$ cat src/rtl/uart_mmio_ctrl.sv
// Memory-mapped UART controller: TX FIFO drained over a ready/valid handshake,
// RX FIFO filled from the receiver, plus a STATUS/CTRL register in a 16-byte window.
module uart_mmio_ctrl #(
    parameter logic [31:0] BASE_ADDR = 32'h8000_0000,
    parameter int          TX_DEPTH  = 4,
    parameter int          RX_DEPTH  = 4
) (
    input  logic        clk,
    input  logic        rst_n,
    input  logic [31:0] addr,
    input  logic        rd_en,
    input  logic        wr_en,
    input  logic [7:0]  wdata,
    output logic [31:0] rdata,
    output logic [7:0]  tx_data,
    output logic        tx_valid,
    input  logic        tx_ready,
    input  logic [7:0]  rx_data,
    input  logic        rx_valid
);
    localparam int TAW = $clog2(TX_DEPTH);
    localparam int TCW = TAW + 1;
    localparam int RAW = $clog2(RX_DEPTH);
    localparam int RCW = RAW + 1;

    logic [7:0]     tx_mem [TX_DEPTH];
    logic [7:0]     rx_mem [RX_DEPTH];
    logic [TAW-1:0] tx_wr_ptr_q, tx_wr_ptr_d, tx_rd_ptr_q, tx_rd_ptr_d;
    logic [RAW-1:0] rx_wr_ptr_q, rx_wr_ptr_d, rx_rd_ptr_q, rx_rd_ptr_d;
    logic [TCW-1:0] tx_cnt_q, tx_cnt_d;
    logic [RCW-1:0] rx_cnt_q, rx_cnt_d;
    logic           ovf_q, ovf_d, drop_q, drop_d;
    logic [31:0]    rdata_q, rdata_d;

    logic        hit, tx_full, rx_full, rx_empty;
    logic        rd_status, rd_rx, wr_ctrl, wr_tx;
    logic        tx_push, tx_pop, rx_push, rx_pop;
    logic [31:0] status_word;

    assign hit       = (addr[31:4] == BASE_ADDR[31:4]);
    assign rd_status = rd_en && hit && (addr[3:0] == 4'h0);
    assign rd_rx     = rd_en && hit && (addr[3:0] == 4'h4);
    assign wr_ctrl   = wr_en && hit && (addr[3:0] == 4'h0);
    assign wr_tx     = wr_en && hit && (addr[3:0] == 4'h8);

    assign tx_full  = (tx_cnt_q == TCW'(TX_DEPTH));
    assign rx_full  = (rx_cnt_q == RCW'(RX_DEPTH));
    assign rx_empty = (rx_cnt_q == '0);

    assign tx_valid = (tx_cnt_q != '0);
    assign tx_data  = tx_mem[tx_rd_ptr_q];
    assign rdata    = rdata_q;

    // A pop in the same cycle frees a slot, so a full FIFO can still accept a push.
    assign tx_pop  = tx_valid && tx_ready;
    assign tx_push = wr_tx && (!tx_full || tx_pop);
    assign rx_pop  = rd_rx && !rx_empty;
    assign rx_push = rx_valid && (!rx_full || rx_pop);

    assign status_word = {8'h00, 8'(rx_cnt_q), 8'(tx_cnt_q), 4'h0,
                          drop_q, ovf_q, !rx_empty, !tx_full};

    always_comb begin
        tx_wr_ptr_d = tx_wr_ptr_q;
        tx_rd_ptr_d = tx_rd_ptr_q;
        rx_wr_ptr_d = rx_wr_ptr_q;
        rx_rd_ptr_d = rx_rd_ptr_q;
        tx_cnt_d    = tx_cnt_q;
        rx_cnt_d    = rx_cnt_q;
        ovf_d       = ovf_q;
        drop_d      = drop_q;
        rdata_d     = rdata_q;

        if (tx_push) tx_wr_ptr_d = tx_wr_ptr_q + TAW'(1);
        if (tx_pop)  tx_rd_ptr_d = tx_rd_ptr_q + TAW'(1);
        if (rx_push) rx_wr_ptr_d = rx_wr_ptr_q + RAW'(1);
        if (rx_pop)  rx_rd_ptr_d = rx_rd_ptr_q + RAW'(1);

        case ({tx_push, tx_pop})
            2'b10:   tx_cnt_d = tx_cnt_q + TCW'(1);
            2'b01:   tx_cnt_d = tx_cnt_q - TCW'(1);
            default: tx_cnt_d = tx_cnt_q;
        endcase
        case ({rx_push, rx_pop})
            2'b10:   rx_cnt_d = rx_cnt_q + RCW'(1);
            2'b01:   rx_cnt_d = rx_cnt_q - RCW'(1);
            default: rx_cnt_d = rx_cnt_q;
        endcase

        // Clear first so a same-cycle set overrides it.
        if (wr_ctrl && wdata[2]) ovf_d  = 1'b0;
        if (wr_ctrl && wdata[3]) drop_d = 1'b0;
        if (rx_valid && !rx_push) ovf_d  = 1'b1;
        if (wr_tx && !tx_push)    drop_d = 1'b1;

        if (rd_en) begin
            rdata_d = 32'h0;
            if (rd_status)   rdata_d = status_word;
            else if (rx_pop) rdata_d = {24'h0, rx_mem[rx_rd_ptr_q]};
        end
    end

    always_ff @(posedge clk or negedge rst_n) begin
        if (!rst_n) begin
            tx_wr_ptr_q <= '0;
            tx_rd_ptr_q <= '0;
            rx_wr_ptr_q <= '0;
            rx_rd_ptr_q <= '0;
            tx_cnt_q    <= '0;
            rx_cnt_q    <= '0;
            ovf_q       <= 1'b0;
            drop_q      <= 1'b0;
            rdata_q     <= 32'h0;
        end else begin
            tx_wr_ptr_q <= tx_wr_ptr_d;
            tx_rd_ptr_q <= tx_rd_ptr_d;
            rx_wr_ptr_q <= rx_wr_ptr_d;
            rx_rd_ptr_q <= rx_rd_ptr_d;
            tx_cnt_q    <= tx_cnt_d;
            rx_cnt_q    <= rx_cnt_d;
            ovf_q       <= ovf_d;
            drop_q      <= drop_d;
            rdata_q     <= rdata_d;
        end
    end

    // Storage needs no reset: the counts alone decide which entries are live.
    always_ff @(posedge clk) begin
        if (tx_push) tx_mem[tx_wr_ptr_q] <= wdata;
        if (rx_push) rx_mem[rx_wr_ptr_q] <= rx_data;
    end
endmodule

$ cat config.mk
export PLATFORM = sky130hd
export DESIGN_NAME = uart_mmio_ctrl
export DESIGN_NICKNAME = d
export VERILOG_FILES = /design/src/rtl/uart_mmio_ctrl.sv
export SDC_FILE = /design/constraint.sdc
export NUM_CORES = 1
export LEC_CHECK = 0
export ABC_AREA = 1
export CORE_UTILIZATION = 49
export DETAILED_ROUTE_END_ITERATION = 10
export PLACE_DENSITY = 0.88
export SKIP_CTS_REPAIR_TIMING = 1
export SYNTH_ARGS = -nofsm -noshare
export SYNTH_HDL_FRONTEND = slang
export SYNTH_SLANG_ARGS = --single-unit
$ cat constraint.sdc
create_clock -name clk -period 4.92 [get_ports clk]
set_clock_uncertainty 0.15 [all_clocks]
set_input_delay 1.476 -clock clk [delete_from_list [all_inputs] [get_ports clk]]
set_output_delay 1.476 -clock clk [all_outputs]
set_load 0.01 [all_outputs]
==> results.txt, run 1 <==
Mapped Area = 4400 µm²
Die Y = 96.8 µm
Yosys warns = 0
Post-synthesis mux area share = 0%
Synth top area cells = edfxtp_1 (44%), dfrtp_1 (17%), nor2_1 (6.4%)
Initial antenna violation count = 0
Vias per cell = 5.06
1st-iter DRT viols = 156
Status = finished, final reports clean
Crit Path Max Fanout = 19
Cell Area, Placed = 5210 µm²
Routed length per placed instance = 13.8 µm
CP Class = reg -> out
Final nets = 572
Area leader, netlist = edfxtp_1
Max VDD drop = 0.000249 V
RSZ-0062 raised after global routing = false
Cell variety after synth = 36
Routability cong. = 0.826
Vias = 3135
CP arrival = 2300 ps
CP startpoint kind = register
Pins Over Slew Limit = 0
Initial Util = 50.5%
Final Total Pwr = 2.05 mW
Vias in the first global route = 3152
Post-synth top area share = 43.6%
Root buf cell = clkbuf_8
CTS Buf Count = 9
Clock slew at reported path FFs = 90 ps
PD cells = 380 nW/µm²
Seq/Total Area, Yosys = 60.7%
Site Rows = 34
Post-synthesis compound-gate area fraction = 8.87%
IO Count = 95
GRT Util Overall = 19.1%
CTS sink cnt = 94
Area grow syn2layout = 22.4%
Max-slew headroom = 45.0%
Mapped Cells = 427
Post-Synth XOR/XNOR Area = 1.79%
Setup TNS Final = 0 ps
First-pass DRT Iterations = 4
Most common cell after layout, fill and taps aside = clkdlybuf4s50_1
Share of cells above drive strength 1 = 6.25%
CP endpoint kind = output port
Tcrit/Tclk final = 79.7%
DP HPWL = 6470 µm
Maximum Capacitance Violations = 0
Routed WL = 8530 µm
Total congestion overflow = 0
Finished layout cell area = 5390 µm²
Final Hold Viols = 0
Final Setup Violations = 0
Largest net degree at the start of global routing = 31
Layout Utilization = 61.8%
Least-Margin Pin Slew = 821 ps
Post-Synth Adder-Cell Area = 3.47%
Lkg Pwr = 2.12 nW
Buffers on Ports = 76
Main combinational cell family by area after synthesis = simple AND/OR/NAND/NOR gates
N_diodes = 0
CP required = 3290 ps
Avg Inst Size Synth = 10.3 µm²
Final critical-path required period = 3920 ps
DRT antenna net count = 0
CTS tree = yes
Clock Tree Buf Depth = 2
Hold crit path type = reg -> reg
H-tree levels = 3
Flop and latch count out of synthesis = 94
Die Area = 9370 µm²
Post-synthesis simple-gate area fraction = 16.8%
Fmax = 255 MHz
DIE WIDTH = 96.8 µm
Clk Latency, worst-skew pair = 350 ps
Drt drc = 0
Core box area = 8720 µm²
First-pass GRT wire length = 14200 µm
Commonest cells after routing, fill and taps aside = clkdlybuf4s50_1 (76), nor2_1 (75), edfxtp_1 (64)
-- sequential cells by signal (all words and copies together), names as in the netlist --
name,cells
rx_rd_ptr_q,2
tx_cnt_q,3
rdata,14
rx_mem,32
tx_mem,32
drop_q,1
ovf_q,1
tx_rd_ptr_q,2
rx_wr_ptr_q,2
rx_cnt_q,3
tx_wr_ptr_q,2
-- power by group --
group	leakage [nW]	internal (mW)	switching, mW
Clock	0.0829	0.190	0.277
Combinational	1.09	0.249	0.310
Sequential	0.956	0.948	0.0730
-- worst paths after layout --
check | slack [ps] | depth (start not counted) | start | end
worst max-delay path | 1000 | 4 | tx_rd_ptr_q[0] | tx_data[3]
worst min-delay path | 350 | 2 | rdata[17] | rdata[17]
worst max register to register | 2460 | 11 | tx_cnt_q[1] | tx_cnt_q[2]
worst min register to register | 350 | 2 | rdata[17] | rdata[17]
max in group asynchronous | 2950 | 2 | rst_n | tx_rd_ptr_q[0]
min in group asynchronous | 1380 | 2 | rst_n | rdata[16]
-- through the flow --
step | setup WS, ps | cells | hold slack, ps
floorplan | 1650 | 444 | 306
global placement | 958 | 604 | 327
detailed placement | 873 | 604 | 333
CTS | 1020 | 620 | 354
global route | 825 | 620 | 380
finish | 998 | 620 | 352
-- worst max-delay path: stages (launching register included) --
cell	delay (ps)
dfrtp_1	600
inv_1	440
o21ai_0	130
o22ai_1	200
clkdlybuf4s50_1	580
-- cell usage after synthesis --
| library cell | count |
|---|---|
| o21ai_1 | 1 |
| fa_1 | 2 |
| o211ai_1 | 2 |
| a22o_1 | 5 |
| or2_4 | 1 |
| nor3_4 | 2 |
| conb_1 | 1 |
| nand4_1 | 4 |
| nand3_1 | 10 |
| dfrtp_1 | 30 |
| xor2_1 | 8 |
| xnor2_1 | 1 |
| o21ai_0 | 38 |
| inv_2 | 1 |
| clkbuf_1 | 5 |
| inv_1 | 52 |
| nor2_2 | 4 |
| buf_2 | 2 |
| nand2_2 | 3 |
| nand3_2 | 2 |
| nand2_1 | 56 |
| nor3_2 | 1 |
| o2bb2ai_1 | 1 |
| nor2_4 | 1 |
| o221ai_1 | 1 |
| edfxtp_1 | 64 |
| clkinv_1 | 1 |
| ha_1 | 9 |
| a21oi_1 | 3 |
| nand4_2 | 1 |
| nor2_1 | 75 |
| o22ai_1 | 15 |
| a32o_1 | 1 |
| buf_4 | 18 |
| and2_1 | 2 |
| nor3_1 | 4 |
-- cell type report --
| cell class | count | area, µm² |
|---|---|---|
| clock buffer | 9 | 124 |
| clock inverter | 7 | 57.6 |
| fill | 673 | 3330 |
| inverter | 54 | 203 |
| multi-input combinational | 271 | 1430 |
| sequential | 94 | 2670 |
| tap | 108 | 135 |
| timing repair buffer | 77 | 768 |
-- per-layer routing --
layer	global-route usage [%]	share of wire, %	vias to the layer above
li1	-	-	1547
met5	0	0	-
met3	3.76	4.7	15
met1	22.6	42	1477
met2	34.1	52	96
met4	7.35	1.9	0
-- cells by family after synthesis --
group	Yosys count
AOI/OAI and AO/OA	67
xor gates and xnor gates	9
adders and majority gates	11
buffers and inverters	79
DFF	94
other	1
and+or+nand+nor	166
Power figures use the tool's default switching activity.
==> inputs of run 2 (changes only) <==
Clock period 4.92 ns to 4.1 ns, I/O delays scaled along.
==> run 2 against run 1 <==
  * Highest routed layer unchanged
  * Final cell count increased by 1.3%
  * Total power is 23% higher
  * Sequential cell count unchanged
==> results.txt, run 2 (synthesis results as in run 1) <==
Layout Utilization = 62.7% (+0.96 points)
H-tree levels = 3 (unchanged)
CP required = 2720 ps (-570 ps)
Status = finished, final reports clean
RSZ-0062 raised after global routing = false
CP Class = reg -> out
CTS sink cnt = 94 (unchanged)
Share of cells above drive strength 1 = 7.88% (+1.6 points)
CP startpoint kind = register
Least-Margin Pin Slew = 565 ps (-257 ps)
Vias = 3173 (+1.2%)
Maximum Capacitance Violations = 0 (unchanged)
Max VDD drop = 0.000282 V (+13%)
Routability cong. = 0.854 (+3.5%)
GRT Util Overall = 19.2% (+0.12 points)
Hold crit path type = reg -> reg
CP endpoint kind = output port
Pins Over Slew Limit = 0 (unchanged)
Final Setup Violations = 0 (unchanged)
Buffers on Ports = 76 (unchanged)
Site Rows = 34 (unchanged)
Clock slew at reported path FFs = 100 ps (about the same)
Crit Path Max Fanout = 19 (unchanged)
Crit-path slowest cell = dfrtp_1
Dpl ws = 347 ps (-525 ps)
Fmax = 272 MHz
Die Y = 96.8 µm (unchanged)
DRT antenna net count = 0 (unchanged)
DIE WIDTH = 96.8 µm (unchanged)
First-pass GRT wire length = 14200 µm (-0.25%)
Initial antenna violation count = 0 (unchanged)
Layout Cells excl Fill = 628 (+1.3%)
Core box area = 8720 µm² (unchanged)
PD cells = 459 nW/µm² (+21%)
Routed WL = 8590 µm (+0.68%)
Drt drc = 0 (unchanged)
Die Area = 9370 µm² (unchanged)
Most common cell after layout, fill and taps aside = clkdlybuf4s50_1
Final WS setup = 428 ps (-569 ps)
Final Hold Viols = 0 (unchanged)
IO Count = 95 (unchanged)
Commonest cells after routing, fill and taps aside = clkdlybuf4s50_1 (76), nor2_1 (75), edfxtp_1 (64)
Hold Slack = 356 ps (+4.29 ps)
Tcrit/Tclk final = 89.6%
Initial Util = 50.5% (unchanged)
Vias in the first global route = 3190 (+1.2%)
Clock Tree Buf Depth = 2 (unchanged)
Area grow syn2layout = 24.3%
Crit path cell chain = inv_1 > o21ai_0 > o22ai_1 > clkdlybuf4s50_1
Clk Latency, worst-skew pair = 370 ps (+20 ps)
CP arrival = 2290 ps (about the same)
Vias per cell = 5.05 (about the same)
DP HPWL = 6460 µm (-0.25%)
CP peak stage delay = 700 ps (+100 ps)
Final critical-path required period = 3670 ps
Root buf cell = clkbuf_8
CTS tree = yes
Setup TNS Final = 0 ps (unchanged)
Post-Place Cells = 612 (+1.3%)
Final nets = 580 (+1.4%)
Largest net degree at the start of global routing = 31 (unchanged)
First-pass DRT Iterations = 4 (unchanged)
N_diodes = 0 (unchanged)
1st-iter DRT viols = 124 (-21%)
Routed length per placed instance = 13.7 µm (-0.60%)
Lkg Pwr = 2.19 nW (+3.0%)
Total congestion overflow = 0 (unchanged)
CTS Buf Count = 9 (unchanged)
Max-slew headroom = 62.4% (+17 points)
[run 2: cell types whose count changed in the layout (fill, tap and decap cells not counted), sizes merged]
cell	change
inv	+3
clkinvlp	-3
buf	+8
[run 2: stage by stage]
step,area (µm²),total power [mW]
finish,5470,2.51
detailed placement,5270,1.93
global placement,5270,1.89
floorplan,4470,1.63
global route,5470,2.65
CTS,5470,2.53
[run 2: layer usage]
metal	wire length, µm	track usage (%)	up-vias
met5	0	0	-
met4	139	8.04	0
met3	374	4.19	15
met1	3380	21.4	1501
met2	4690	35.2	92
li1	-	-	1565
[run 2: layout make-up]
cell class | count | area [µm²]
Sequential cell | 94 | 2670
Inverter | 54 | 203
Timing Repair Buffer | 85 | 828
Clock inverter | 7 | 81.3
Clock buffer | 9 | 124
Multi-Input combinational cell | 271 | 1430
Fill cell | 687 | 3250
Tap cell | 108 | 135
[run 2: path summary, 6_finish.rpt]
path                                to  depth (start not counted)  slack [ps]           start
max                         tx_data[2]                          4         430  tx_rd_ptr_q[0]
min                          rdata[10]                          2         360       rdata[10]
max reg2reg                tx_cnt_q[2]                         11        1630     tx_cnt_q[1]
min reg2reg                  rdata[10]                          2         360       rdata[10]
max in group asynchronous  tx_cnt_q[1]                          2        2390           rst_n
min in group asynchronous    rdata[18]                          2        1110           rst_n
[run 2: power breakdown]
group / internal, mW / total, mW / switching, mW
logic: 0.312 / 0.688 / 0.376
clock network: 0.245 / 0.603 / 0.358
registers: 1.14 / 1.22 / 0.0818
total: 1.69 / 2.51 / 0.815
[run 2: critical path, delay by kind of cell (launching register included)]
| family | cells | cell delay (ps) |
|---|---|---|
| flops | 1 | 700 |
| buf+inv | 2 | 850 |
| compound gates | 2 | 380 |
